File: src/rtl/lsu_mem_bridge.sv
// lsu_mem_bridge
// Load/store unit bridging the single-cycle RV32I core data port to a
// wait-state data memory. A core request becomes one word-aligned memory
// transaction with byte enables. Load data comes back sign- or zero-extended,
// and the core is stalled until the transaction completes.
//
// Ports
//   clk, reset        clock; asynchronous active-high reset
//   req_*             core request (valid, we, funct3, byte addr, store data)
//   stall             core holds PC / regfile write while high
//   resp_valid        one-cycle completion pulse with resp_rdata / resp_err
//   mem_*             memory request, held stable until mem_ack
//
// Parameters
//   TIMEOUT           BUSY cycles without mem_ack before abort (0 = never)
//   AW                address width
//
// Build option
//   LSU_MISALIGN_EN   when defined, misaligned half/word accesses are
//                     faulted without touching memory; when undefined the
//                     low address bits below the access size are ignored.
//
// state | meaning
// IDLE  | waiting for a core request
// BUSY  | memory request outstanding, waiting for mem_ack or timeout
// RESP  | resp_valid pulse, core advances this cycle

module lsu_mem_bridge #(
    parameter int TIMEOUT = 255,
    parameter int AW      = 32
) (
    input  logic          clk,
    input  logic          reset,
    input  logic          req_valid,
    input  logic          req_we,
    input  logic [2:0]    req_funct3,
    input  logic [AW-1:0] req_addr,
    input  logic [31:0]   req_wdata,
    output logic          stall,
    output logic          resp_valid,
    output logic [31:0]   resp_rdata,
    output logic          resp_err,
    output logic          mem_req,
    output logic          mem_we,
    output logic [AW-1:0] mem_addr,
    output logic [3:0]    mem_be,
    output logic [31:0]   mem_wdata,
    input  logic          mem_ack,
    input  logic [31:0]   mem_rdata
);

    localparam int CW = (TIMEOUT > 1) ? $clog2(TIMEOUT) : 1;

    typedef enum logic [1:0] {S_IDLE, S_BUSY, S_RESP} state_t;

    state_t          state_q, state_d;
    logic [CW-1:0]   cnt_q, cnt_d;
    logic [2:0]      f3_q, f3_d;
    logic [1:0]      addr_lo_q, addr_lo_d;
    logic            mem_req_q, mem_req_d;
    logic            mem_we_q, mem_we_d;
    logic [AW-1:0]   mem_addr_q, mem_addr_d;
    logic [3:0]      mem_be_q, mem_be_d;
    logic [31:0]     mem_wdata_q, mem_wdata_d;
    logic            resp_valid_q, resp_valid_d;
    logic [31:0]     resp_rdata_q, resp_rdata_d;
    logic            resp_err_q, resp_err_d;

    logic            legal;
    logic            misal;
    logic [3:0]      be_new;
    logic [31:0]     wdata_new;
    logic [7:0]      ld_byte;
    logic [15:0]     ld_half;
    logic [31:0]     ld_ext;
    logic            tmo_hit;

    // Request decode: legality, alignment, byte enables, replicated store data.
    always_comb begin
        if (req_we) begin
            legal = (req_funct3 == 3'b000) || (req_funct3 == 3'b001) ||
                    (req_funct3 == 3'b010);
        end else begin
            legal = !((req_funct3 == 3'b011) || (req_funct3 == 3'b110) ||
                      (req_funct3 == 3'b111));
        end

`ifdef LSU_MISALIGN_EN
        misal = ((req_funct3[1:0] == 2'b01) && req_addr[0]) ||
                ((req_funct3[1:0] == 2'b10) && (req_addr[1:0] != 2'b00));
`else
        misal = 1'b0;
`endif

        be_new    = 4'b1111;
        wdata_new = req_wdata;
        if (req_we) begin
            case (req_funct3[1:0])
                2'b00: begin
                    be_new    = 4'b0001 << req_addr[1:0];
                    wdata_new = {4{req_wdata[7:0]}};
                end
                2'b01: begin
                    be_new    = req_addr[1] ? 4'b1100 : 4'b0011;
                    wdata_new = {2{req_wdata[15:0]}};
                end
                default: begin
                    be_new    = 4'b1111;
                    wdata_new = req_wdata;
                end
            endcase
        end
    end

    // Load extraction uses the lane captured at request time.
    always_comb begin
        case (addr_lo_q)
            2'd0:    ld_byte = mem_rdata[7:0];
            2'd1:    ld_byte = mem_rdata[15:8];
            2'd2:    ld_byte = mem_rdata[23:16];
            default: ld_byte = mem_rdata[31:24];
        endcase
        ld_half = addr_lo_q[1] ? mem_rdata[31:16] : mem_rdata[15:0];
        case (f3_q)
            3'b000:  ld_ext = {{24{ld_byte[7]}}, ld_byte};
            3'b001:  ld_ext = {{16{ld_half[15]}}, ld_half};
            3'b100:  ld_ext = {24'd0, ld_byte};
            3'b101:  ld_ext = {16'd0, ld_half};
            default: ld_ext = mem_rdata;
        endcase
    end

    // Counter holds the number of BUSY cycles already spent without ack,
    // so the abort fires in the TIMEOUT-th BUSY cycle.
    assign tmo_hit = (TIMEOUT > 0) && (cnt_q == CW'(TIMEOUT - 1));

    always_comb begin
        state_d      = state_q;
        cnt_d        = cnt_q;
        f3_d         = f3_q;
        addr_lo_d    = addr_lo_q;
        mem_req_d    = mem_req_q;
        mem_we_d     = mem_we_q;
        mem_addr_d   = mem_addr_q;
        mem_be_d     = mem_be_q;
        mem_wdata_d  = mem_wdata_q;
        resp_valid_d = resp_valid_q;
        resp_rdata_d = resp_rdata_q;
        resp_err_d   = resp_err_q;

        case (state_q)
            S_IDLE: begin
                if (req_valid) begin
                    if (!legal || misal) begin
                        resp_valid_d = 1'b1;
                        resp_err_d   = 1'b1;
                        resp_rdata_d = 32'd0;
                        state_d      = S_RESP;
                    end else begin
                        f3_d        = req_funct3;
                        addr_lo_d   = req_addr[1:0];
                        mem_req_d   = 1'b1;
                        mem_we_d    = req_we;
                        mem_addr_d  = {req_addr[AW-1:2], 2'b00};
                        mem_be_d    = be_new;
                        mem_wdata_d = wdata_new;
                        cnt_d       = '0;
                        state_d     = S_BUSY;
                    end
                end
            end
            S_BUSY: begin
                if (mem_ack) begin
                    mem_req_d    = 1'b0;
                    resp_valid_d = 1'b1;
                    resp_err_d   = 1'b0;
                    resp_rdata_d = mem_we_q ? 32'd0 : ld_ext;
                    cnt_d        = '0;
                    state_d      = S_RESP;
                end else if (tmo_hit) begin
                    mem_req_d    = 1'b0;
                    resp_valid_d = 1'b1;
                    resp_err_d   = 1'b1;
                    resp_rdata_d = 32'd0;
                    cnt_d        = '0;
                    state_d      = S_RESP;
                end else begin
                    cnt_d = cnt_q + CW'(1);
                end
            end
            S_RESP: begin
                resp_valid_d = 1'b0;
                resp_err_d   = 1'b0;
                resp_rdata_d = 32'd0;
                cnt_d        = '0;
                state_d      = S_IDLE;
            end
            default: state_d = S_IDLE;
        endcase
    end

    always_ff @(posedge clk or posedge reset) begin
        if (reset) begin
            state_q      <= S_IDLE;
            cnt_q        <= '0;
            f3_q         <= 3'd0;
            addr_lo_q    <= 2'd0;
            mem_req_q    <= 1'b0;
            mem_we_q     <= 1'b0;
            mem_addr_q   <= '0;
            mem_be_q     <= 4'd0;
            mem_wdata_q  <= 32'd0;
            resp_valid_q <= 1'b0;
            resp_rdata_q <= 32'd0;
            resp_err_q   <= 1'b0;
        end else begin
            state_q      <= state_d;
            cnt_q        <= cnt_d;
            f3_q         <= f3_d;
            addr_lo_q    <= addr_lo_d;
            mem_req_q    <= mem_req_d;
            mem_we_q     <= mem_we_d;
            mem_addr_q   <= mem_addr_d;
            mem_be_q     <= mem_be_d;
            mem_wdata_q  <= mem_wdata_d;
            resp_valid_q <= resp_valid_d;
            resp_rdata_q <= resp_rdata_d;
            resp_err_q   <= resp_err_d;
        end
    end

    assign stall      = req_valid & ~resp_valid_q;
    assign resp_valid = resp_valid_q;
    assign resp_rdata = resp_rdata_q;
    assign resp_err   = resp_err_q;
    assign mem_req    = mem_req_q;
    assign mem_we     = mem_we_q;
    assign mem_addr   = mem_addr_q;
    assign mem_be     = mem_be_q;
    assign mem_wdata  = mem_wdata_q;

endmodule

File: config.mk
export PLATFORM = sky130hd
export DESIGN_NAME = lsu_mem_bridge
export DESIGN_NICKNAME = d
export VERILOG_FILES = /design/src/rtl/lsu_mem_bridge.sv
export SDC_FILE = /design/constraint.sdc
export NUM_CORES = 1
export LEC_CHECK = 0
export ABC_CLOCK_PERIOD_IN_PS = 6700
export CORE_ASPECT_RATIO = 1.2
export CORE_UTILIZATION = 47
export DETAILED_ROUTE_END_ITERATION = 8
export PLACE_DENSITY = 0.85
export SLEW_MARGIN = 10
export SYNTH_ARGS = -nofsm -noshare
export SYNTH_HDL_FRONTEND = slang
export SYNTH_SLANG_ARGS = --single-unit
File: constraint.sdc
create_clock -name clk -period 6.7 [get_ports clk]
set_input_delay 1.34 -clock clk [delete_from_list [all_inputs] [get_ports clk]]
set_output_delay 1.34 -clock clk [all_outputs]
set_load 0.03 [all_outputs]
# Word-level counts from Yosys, hierarchy flattened

Index checks and enable logic that the tools add are counted.

Add/sub/neg operators: 1
$mul: 0
Div/mod/pow operators: 0
Magnitude comparators: 0
Equality and inequality tests: 18
Shift-type cells: 1
Muxes and demuxes: 37
Bitwise operators: 2
Reduce and logical (&&, ||, !) cells: 17

Operators with widths:

| operator                                                        | number |
|---|---|
| 32-bit two-way mux                                              | 6 |
| 32-bit case mux with 4 select lines                             | 1 |
| 32-bit case mux with 3 select lines                             | 1 |
| 32-bit case mux with 2 select lines                             | 1 |
| 8-bit case mux with 3 select lines                              | 2 |
| 8-bit two-way mux                                               | 4 |
| 16-bit two-way mux                                              | 1 |
| 3-bit == test, second input constant                            | 4 |
| 1-bit two-way mux                                               | 10 |
| 8-bit by 1-bit adder with 8-bit output, second input constant   | 1 |
| 8-bit == test, second input constant                            | 1 |
| 2-bit two-way mux                                               | 4 |
| 4-bit two-way mux                                               | 2 |
| 4-bit case mux with 2 select lines                              | 1 |
| 4-bit AND reduction                                             | 2 |
| 2-bit by 1-bit == test with 1-bit output, second input constant | 3 |
| 3-bit by 1-bit == test with 1-bit output, second input constant | 2 |
| 3-bit by 2-bit == test with 1-bit output, second input constant | 2 |
| 2-bit zero test                                                 | 3 |
| 3-bit zero test                                                 | 2 |
| 2-bit inequality test, second input constant                    | 3 |
| 1-bit case mux with 3 select lines                              | 2 |
| 3-bit AND reduction                                             | 2 |
| 2-bit == test, second input constant                            | 2 |
| other kinds (11)                                                | 14 |

Flip-flop bits (word level): 117
Latch bits: 0
Memory bits (writable): 0
ROM bits: 0
Output and inout bits: 105
Memories kept: 0

# Logic depth before layout (Yosys ltp)

Gate-level depths: netlist of the first run.

Word-level depth: 8
Gate-level depth with buffers: 7
Gate-level depth less buffers: 6

# Worst setup path before layout of the first run

Ideal clock, no wire load.

Path kind: input-to-output
Start: input port req_valid
End: output port stall
Arrival time: 1.795 ns
Required time: 5.360 ns
Slack: 3.565 ns
Cell stages on the path: 1
Buffers on the path: 0
Cell sequence: nor2b_1

Cells in the longest elaborated chain, start to end: 1

RTL lines:

| element           | line | source |
|---|---|---|
| start, declared   | 34   | `input logic req_valid,` |
| 1-bit bitwise AND | 232  | `assign stall = req_valid & ~resp_valid_q;` |
| end, declared     | 39   | `output logic stall,` |

No other way between the ends.

# Worst setup path after layout of the first run

Same ends and word-level chain as after synthesis.

==> results of run 1 <==
## metal layers
metal | track usage | share of wire
met1 | 0.3019 | 0.40
met2 | 0.4336 | 0.51
met3 | 0.06742 | 0.065
met4 | 0.1112 | 0.029
met5 | 0 | 0
## area by class of cell
class | count | area share
multi-input cells | 298 | 0.2729
clock inverters | 8 | 0.01796
flip-flops and latches | 117 | 0.3622
repair buffers | 212 | 0.2607
well taps | 132 | 0.02043
inverters | 10 | 0.004954
clock buffers | 24 | 0.06084
## power breakdown
group | switching (W) | internal [W] | leakage (nW)
registers | 0.000171 | 0.000952 | 1.47
clock network | 0.000307 | 0.000661 | 0.306
logic | 0.000846 | 0.000649 | 1.71
## flip-flops by register name, summed over array words and instances (netlist names)
| signal | flops |
|---|---|
| mem_be | 4 |
| mem_req | 1 |
| resp_rdata | 32 |
| mem_addr | 30 |
| mem_we | 1 |
| resp_err | 1 |
| resp_valid | 1 |
| state_q | 2 |
| f3_q | 3 |
| mem_wdata | 32 |
| cnt_q | 8 |
| addr_lo_q | 2 |
## cells in the mapped netlist, drive strengths merged (2+ instances only)
cell type and count:
ha 2, nor2b 11, a221oi 2, o2bb2ai 7, nor2 27, a31oi 4, o31ai 14, nand3 7
a221o 23, buf 24, nand2b 3, and3 3, a21bo 2, clkbuf 10, a21o 5, nor3 2
mux2 45, dfrtp 117, nand4 2, a21oi 11, mux2i 19, a22o 2, o21ai 30, nand2 39
a211oi 15, and2 3, o21a 8, inv 9
## stage by stage
step | hold slack [ps] | utilization | setup WS, ps | power (W) | cell area, µm²
after floorplan | 442.6 | - | 2259 | 0.001967 | 5339
after global placement | 459.7 | 0.6747 | 2316 | 0.002583 | 7446
after detailed placement | 465.6 | 0.6747 | 2208 | 0.002625 | 7446
after CTS | 477.2 | 0.7324 | 2619 | 0.003610 | 8083
after global routing | 494.2 | 0.7324 | 2421 | 0.003745 | 8083
final | 474.6 | 0.7324 | 2616 | 0.003586 | 8083
## kinds of logic after synthesis
logic type	Yosys count
AND/OR/NAND/NOR	102
multiplexers	65
adder cells (fa/ha/maj)	2
buffers and inverters	44
AO/OA/AOI/OAI	127
flip-flops	117
other	1
## worst paths after layout
kind / startpoint / to / slack [ps] / depth (start not counted)
max: req_valid / stall / 2620 / 3
min: cnt_q[6] / cnt_q[6] / 470 / 1
max reg2reg: state_q[1] / mem_addr[4] / 4010 / 4
min reg2reg: cnt_q[6] / cnt_q[6] / 470 / 1
max in group asynchronous: reset / mem_addr[23] / 4010 / 3
min in group asynchronous: reset / mem_addr[8] / 1370 / 2
==> run metrics, run 1 <==
Worst Tran Pin Value=between 1000 and 1500 ps; TritonCTS clock tree=yes; Synth Cell Area=5335 µm²; # Post-CTS Setup Buffers=0; global-route wire length before repair=23.45 mm; CTS root buf=clkbuf_16; Seq/Total Area, Yosys=0.5488; cells after synthesis=roughly 460; fin crit share=0.6096; placed cells=between 700 and 800; fillers=between 700 and 800; initial antenna violation count=0; First DRT Iteration DRCs=between 200 and 250; Total Nets Final=~760; FF+latch count, synth=~120; Via density=approximately 5.6; ANT nets after route=0; mux cell area share after synthesis=0.1348; main area contributors after synthesis=dfrtp_1 (55%), mux2_1 (9.3%), a221o_1 (4.3%), mux2i_1 (3.6%), nand2_1 (2.7%); routability congestion estimate=slightly above 0.8; GRT Util Overall=0.2551; Post-synth EDFFs=0; non-filler instance count after layout=roughly 800; Critical Path Sink Type=output port; Synth top area share=0.5488; clk buf depth=2; Lkg Pwr=between 3 and 4 nW; area leader, netlist=dfrtp_1; P per Cell Area=443.7 nW/µm²; post-detail-place hpwl=approximately 10 mm; die footprint=approximately 12,000 µm²; Die X=99.26 µm; Post-Synth Adder-Cell Area=0.004690; worst min path class=flop to flop; Num CTS Buffers=17; RSZ-0062 raised after global routing=false; asr flop ratio synth=1.000; CP max stage delay=670 ps; Remaining Overflow, GRT=0; outcome=complete, no violations; CP Launch Type=input port; Avg Cell Area, Syn=between 10 and 15 µm²; share of layout cells above drive strength 1=0.06726; critical path arrival=around 2700 ps; clk sinks=about 120; Routed WL=between 10 and 15 mm; Max Freq=244.8 MHz; YS warnings=0; post-synthesis compound-gate area fraction=0.1808; Top delay family on crit path=buffers and inverters; relative slew slack=0.2527; hold_buf cts=0; commonest non-fill, non-tap cell in the layout=clkdlybuf4s50_1; crit-path cells=clkdlybuf4s50_1 > nor2b_1 > clkdlybuf4s50_1; # setup viols final=0; final setup skew=7.679 ps; H-tree depth=4; clk_lat worst skew=about 400 ps; Avg WL per Cell=approximately 18 µm; Peak supply drop=0.2720 mV; Post-CTS Resized=0; largest family of logic cells by synthesized area=compound AO/OA/AOI/OAI gates; Max Slew Vio Count=0; site row count=42; XOR/XNOR Fraction of Synth Area=0; n_diodes=0; Final min period=between 4000 and 5000 ps; Final Hold Viols=0; Clk pin slew, worst setup/hold paths=approximately 50 ps; critical path peak fanout=5; area taken by multi-input logic gates=2206 µm²; commonest cells after routing, fill and taps aside=clkdlybuf4s50_1 (206), dfrtp_1 (117), mux2_1 (44); max-capacitance violation count=0; Area Growth Syn to Fin=51.50%; vias in the first global route=~4,600; Reg area=2928 µm²; CP most frequent cell=clkdlybuf4s50_1; Fin Setup TNS=0 ps; Synth Area in Simple Gates=0.09170; CP Class=input port to output port; sum of buffers and inverters on the critical path=2; Pre-antenna DRT Iters=4; Critical-path top delay cell=clkdlybuf4s50_1; Core ar.=between 10,000 and 15,000 µm²; DRC violations left=0; Top Ports=209; Die H=roughly 120 µm; Initial Utilization=0.4834; Synth cell types=between 40 and 50; WP data required=5360 ps; total number of vias=between 4,000 and 5,000; largest net degree at the start of global routing=69; top_reg_cell synth=dfrtp_1; Port Buffers=roughly 200
Power figures use the tool's default switching activity.
==> inputs of run 2 (changes only) <==
Settings changed: ABC_CLOCK_PERIOD_IN_PS 6700 to 3600, CORE_UTILIZATION 47 to 40, PLACE_DENSITY 0.85 to 0.77.
Clock period 6.7 ns to 3.6 ns, I/O delays scaled along.
==> run metrics, run 2 (synthesized netlist as in run 1, its figures left out) <==
Total Nets Final=764 (was 762); DRC violations left=0 (unchanged); non-filler instance count after layout=831 (was 801); PnR worst setup slack=759.0 ps (was 2616 ps); Peak supply drop=0.4377 mV (was 0.2720 mV); H-tree depth=4 (unchanged); routability congestion estimate=0.8141 (was 0.8069); worst min path class=flop to flop (unchanged); Area Growth Syn to Fin=51.99% (was 51.50%); Num CTS Buffers=17 (unchanged); Remaining Overflow, GRT=0 (unchanged); CP max stage delay=670 ps (about the same); global-route wire length before repair=23.92 mm (was 23.45 mm); Layout Utilization=0.6317 (was 0.7324); Avg WL per Cell=17.72 µm (was 17.84 µm); Clk pin slew, worst setup/hold paths=50 ps (about the same); fin area=8109 µm² (was 8083 µm²); Pre-antenna DRT Iters=4 (unchanged); Max Slew Vio Count=0 (unchanged); vias in the first global route=4,770 (was 4,617); pre-CTS setup slack=757.2 ps (was 2208 ps); CP most frequent cell=clkdlybuf4s50_1 (unchanged); commonest non-fill, non-tap cell in the layout=clkdlybuf4s50_1 (unchanged); die footprint=13,810 µm² (was 11,780 µm²); Max Freq=around 350 MHz; initial antenna violation count=0 (unchanged); share of layout cells above drive strength 1=0.06747 (was 0.06726); CP Launch Type=input port (unchanged); Final min period=between 2000 and 3000 ps; Critical-path top delay cell=clkdlybuf4s50_1 (unchanged); final setup skew=7.447 ps (was 7.679 ps); largest net degree at the start of global routing=118 (was 69); Core ar.=12,840 µm² (was 11,040 µm²); Lkg Pwr=3.489 nW (about the same); post-detail-place hpwl=10.49 mm (was 10.33 mm); RSZ-0062 raised after global routing=false (unchanged); Die X=107.4 µm (was 99.26 µm); Die H=128.5 µm (was 118.7 µm); # Post-CTS Setup Buffers=0 (unchanged); placed cells=803 (was 769); critical path arrival=2120 ps (was 2740 ps); max-capacitance violation count=0 (unchanged); GRT Util Overall=0.2252 (was 0.2551); TritonCTS clock tree=yes (unchanged); commonest cells after routing, fill and taps aside=clkdlybuf4s50_1 (206), dfrtp_1 (117), mux2_1 (44) (unchanged); Worst Tran Pin Value=848.2 ps (was 1118 ps); Top Ports=209 (unchanged); CP Class=input port to output port (unchanged); Post-CTS Resized=0 (unchanged); ANT nets after route=0 (unchanged); clk_lat worst skew=410 ps (was 400 ps); WP data required=2880 ps (was 5360 ps); total number of vias=4,460 (was 4,466); clk sinks=117 (unchanged); hold_buf cts=0 (unchanged); Final Hold Viols=0 (unchanged); relative slew slack=0.4345 (was 0.2527); # setup viols final=0 (unchanged); Fin Setup TNS=0 ps (unchanged); n_diodes=0 (unchanged); Routed WL=14.72 mm (was 14.29 mm); P per Cell Area=805.7 nW/µm² (was 443.7 nW/µm²); outcome=complete, no violations (unchanged); Via density=5.367 (was 5.576); Initial Utilization=0.4156 (was 0.4834); fin crit share=0.7892; CTS root buf=clkbuf_16 (unchanged); dpl cell area=7527 µm² (was 7446 µm²); site row count=45 (was 42); Critical Path Sink Type=output port (unchanged); crit-path cells=clkdlybuf4s50_1 > nor2b_1 > clkdlybuf4s50_1 (unchanged); Port Buffers=206 (unchanged); critical path peak fanout=5 (unchanged); clk buf depth=2 (unchanged); First DRT Iteration DRCs=208 (was 201)
-- run 2: cell types whose count changed in the layout (fill, tap and decap cells not counted) --
cell,before,now
bufinv_16,4,2
clkbuf_1,3,1
inv_4,1,0
clkbuf_8,4,6
buf_12,0,2
clkinvlp_4,2,1
-- run 2: path summary, 6_finish.rpt --
path | from | slack, ps | end | cells after the start
worst max register to register | addr_lo_q[1] | 1460 | resp_rdata[15] | 4
worst min register to register | cnt_q[7] | 470 | cnt_q[7] | 1
min in group asynchronous | reset | 830 | mem_req | 3
max in group asynchronous | reset | 2280 | mem_we | 3
worst min-delay path | cnt_q[7] | 470 | cnt_q[7] | 1
worst max-delay path | req_valid | 760 | stall | 3
-- run 2: per-stage QoR --
stage,power (W),hold slack (ps)
after floorplan,0.003662,442.6
after global placement,0.004828,456.1
after detailed placement,0.004896,468.7
after CTS,0.006592,473.5
after global routing,0.006840,496.5
final,0.006533,468.7
-- run 2: report_power, final --
| group | switching (W) | total [W] | internal, W |
|---|---|---|---|
| logic | 0.00157 | 0.00278 | 0.00121 |
| registers | 0.000309 | 0.00208 | 0.00177 |
| clock network | 0.000557 | 0.00167 | 0.00111 |
-- run 2: layout make-up --
type	instances	area (µm²)
Clock buffer	24	511.7
Clock inverter	4	70.07
Fill cell	1065	4728
Inverter	10	41.29
Multi-Input combinational cell	298	2206
Sequential cell	117	2928
Tap cell	164	205.2
Timing Repair Buffer	214	2147
-- run 2: layer usage --
layer,vias to the layer above,part of all wire,GRT usage
met1,2167,0.39,0.2474
li1,2074,-,-
met5,-,0,0
met2,195,0.51,0.3973
met3,24,0.084,0.08004
met4,0,0.021,0.08703
-- run 2: worst max-delay path: cells and delay by family --
family | cells | cell delay (ps)
buf+inv | 2 | 1240
simple gates | 1 | 160
==> inputs of run 3 (changes only) <==
Settings changed: ABC_CLOCK_PERIOD_IN_PS 3600 to 2500.
Clock period 3.6 ns to 2.5 ns, I/O delays scaled along.
==> run metrics, run 3 (synthesized netlist as in run 1, its figures left out) <==
hold_buf cts=0 (unchanged); share of layout cells above drive strength 1=0.08407 (was 0.06747); Sw Ratio=0.3824 (was 0.3731); Internal Pwr Total=0.005831 W (was 0.004096 W); TritonCTS clock tree=yes (unchanged); Num CTS Buffers=17 (unchanged); Top delay family on crit path=buffers and inverters (unchanged); # setup viols final=0 (unchanged); Final min period=between 2000 and 2500 ps; sum of buffers and inverters on the critical path=2 (unchanged); total number of vias=4,406 (was 4,460); Initial Utilization=0.4156 (unchanged); CP most frequent cell=clkdlybuf4s50_1 (unchanged); GRT Util Overall=0.2181 (was 0.2252); final setup skew=6.547 ps (was 7.447 ps); site row count=45 (unchanged); worst min path class=flop to flop (unchanged); routability congestion estimate=0.8632 (was 0.8141); Peak supply drop=0.7465 mV (was 0.4377 mV); critical path arrival=1780 ps (was 2120 ps); Worst Tran Pin Value=672.3 ps (was 848.2 ps); Die X=107.4 µm (unchanged); Critical-path top delay cell=clkdlybuf4s50_1 (unchanged); max-capacitance violation count=0 (unchanged); Via density=5.233 (was 5.367); global-route wire length before repair=23.14 mm (was 23.92 mm); dpl cell area=7605 µm² (was 7527 µm²); Area Growth Syn to Fin=53.61% (was 51.99%); Max Freq=around 440 MHz; Pre-antenna DRT Iters=4 (unchanged); P per Cell Area=1152 nW/µm² (was 805.7 nW/µm²); Clk pin slew, worst setup/hold paths=50 ps (about the same); CP max stage delay=670 ps (about the same); WP data required=2000 ps (was 2880 ps); final hold slack=478.6 ps (was 468.7 ps); Lkg Pwr=3.520 nW (was 3.489 nW); Post-CTS Resized=0 (unchanged); # Post-CTS Setup Buffers=0 (unchanged); sequential cell fraction of total power=0.314 (was 0.319); Avg WL per Cell=17.06 µm (was 17.72 µm); Final Hold Viols=0 (unchanged); post-detail-place hpwl=10.63 mm (was 10.49 mm); First DRT Iteration DRCs=236 (was 208); fillers=1,015 (was 1,065); Top Ports=209 (unchanged); Port Buffers=206 (unchanged); clk_lat worst skew=410 ps (about the same); RSZ-0062 raised after global routing=false (unchanged); fin crit share=0.9116; Remaining Overflow, GRT=0 (unchanged); H-tree depth=4 (unchanged); Max Slew Vio Count=0 (unchanged); DRC violations left=0 (unchanged); Core ar.=12,840 µm² (unchanged); CP Class=input port to output port (unchanged); Layout Utilization=0.6384 (was 0.6317); clk buf depth=2 (unchanged); Critical Path Sink Type=output port (unchanged); commonest cells after routing, fill and taps aside=clkdlybuf4s50_1 (206), dfrtp_1 (117), mux2_1 (44) (unchanged); CTS root buf=clkbuf_16 (unchanged); die footprint=13,810 µm² (unchanged); Clk network pwr share=0.254 (was 0.255); Fin Setup TNS=0 ps (unchanged); Routed WL=14.37 mm (was 14.72 mm); relative slew slack=0.5518 (was 0.4345); outcome=complete, no violations (unchanged); Die H=128.5 µm (unchanged); fin area=8195 µm² (was 8109 µm²); initial antenna violation count=1 (was 0); commonest non-fill, non-tap cell in the layout=clkdlybuf4s50_1 (unchanged); clk sinks=117 (unchanged); critical path peak fanout=2 (was 5); n_diodes=0 (unchanged); vias in the first global route=4,678 (was 4,770); crit-path cells=clkdlybuf4s50_1 > nor2b_1 > clkdlybuf4s50_1 (unchanged); Comb power frac=0.432 (was 0.426); Total Nets Final=771 (was 764); largest net degree at the start of global routing=65 (was 118); CP Launch Type=input port (unchanged); net switching power figure=0.003611 W (was 0.002438 W); ANT nets after route=0 (unchanged)
## run 3: cell types whose count changed in the layout (fill, tap and decap cells not counted)
| cell | before | now |
|---|---|---|
| clkinvlp_4 | 1 | 6 |
| inv_6 | 0 | 3 |
| buf_12 | 2 | 4 |
| clkbuf_8 | 6 | 1 |
| clkinv_4 | 0 | 2 |
| clkbuf_1 | 1 | 0 |
| buf_4 | 6 | 11 |
## run 3: tightest hold or removal path: stages (launching register included)
cell     delay [ps]
dfrtp_1         340
nand2_1          50
o31ai_1          50
## run 3: routing by layer
layer  track usage  share of wire
met1        0.2466           0.40
met2        0.3769           0.49
met3       0.07092          0.084
met4       0.09428          0.027
met5             0              0
## run 3: power groups by stage
| stage | Combinational [W] | Sequential, W | Clock (W) |
|---|---|---|---|
| after detailed placement | 0.00409 | 0.00299 | 0 |
| after global placement | 0.00403 | 0.00295 | 0 |
| after CTS | 0.00412 | 0.00297 | 0.00245 |
| after floorplan | 0.00111 | 0.00416 | 0 |
| after global routing | 0.00431 | 0.00305 | 0.00255 |
| final | 0.00408 | 0.00296 | 0.00240 |
## run 3: area by class of cell
cell class,count,area (µm²),area share
inverter,10,41.29,0.005038
sequential,117,2928,0.3573
timing repair buffer,221,2225,0.2714
multi-input combinational,298,2206,0.2692
clock inverter,14,151.4,0.01847
clock buffer,18,439.2,0.05359
tap,164,205.2,0.02504
## run 3: final timing paths
check | cells past startpoint | slack [ps] | start | endpoint
worst max-delay path | 3 | 220 | req_valid | stall
worst min-delay path | 2 | 480 | mem_wdata[8] | mem_wdata[8]
worst max register to register | 3 | 590 | state_q[0] | resp_rdata[29]
worst min register to register | 2 | 480 | mem_wdata[8] | mem_wdata[8]
max in group asynchronous | 3 | 1350 | reset | mem_wdata[11]
min in group asynchronous | 3 | 530 | reset | cnt_q[3]
## run 3: through the flow
stage	std cells	setup slack (ps)	power [W]
3_3_place_gp	810	210.7	0.006981
2_1_floorplan	459	572.6	0.005273
6_report	842	221.1	0.009443
4_1_cts	842	208.0	0.009531
5_1_grt	842	190.6	0.009905
3_5_place_dp	810	215.4	0.007088
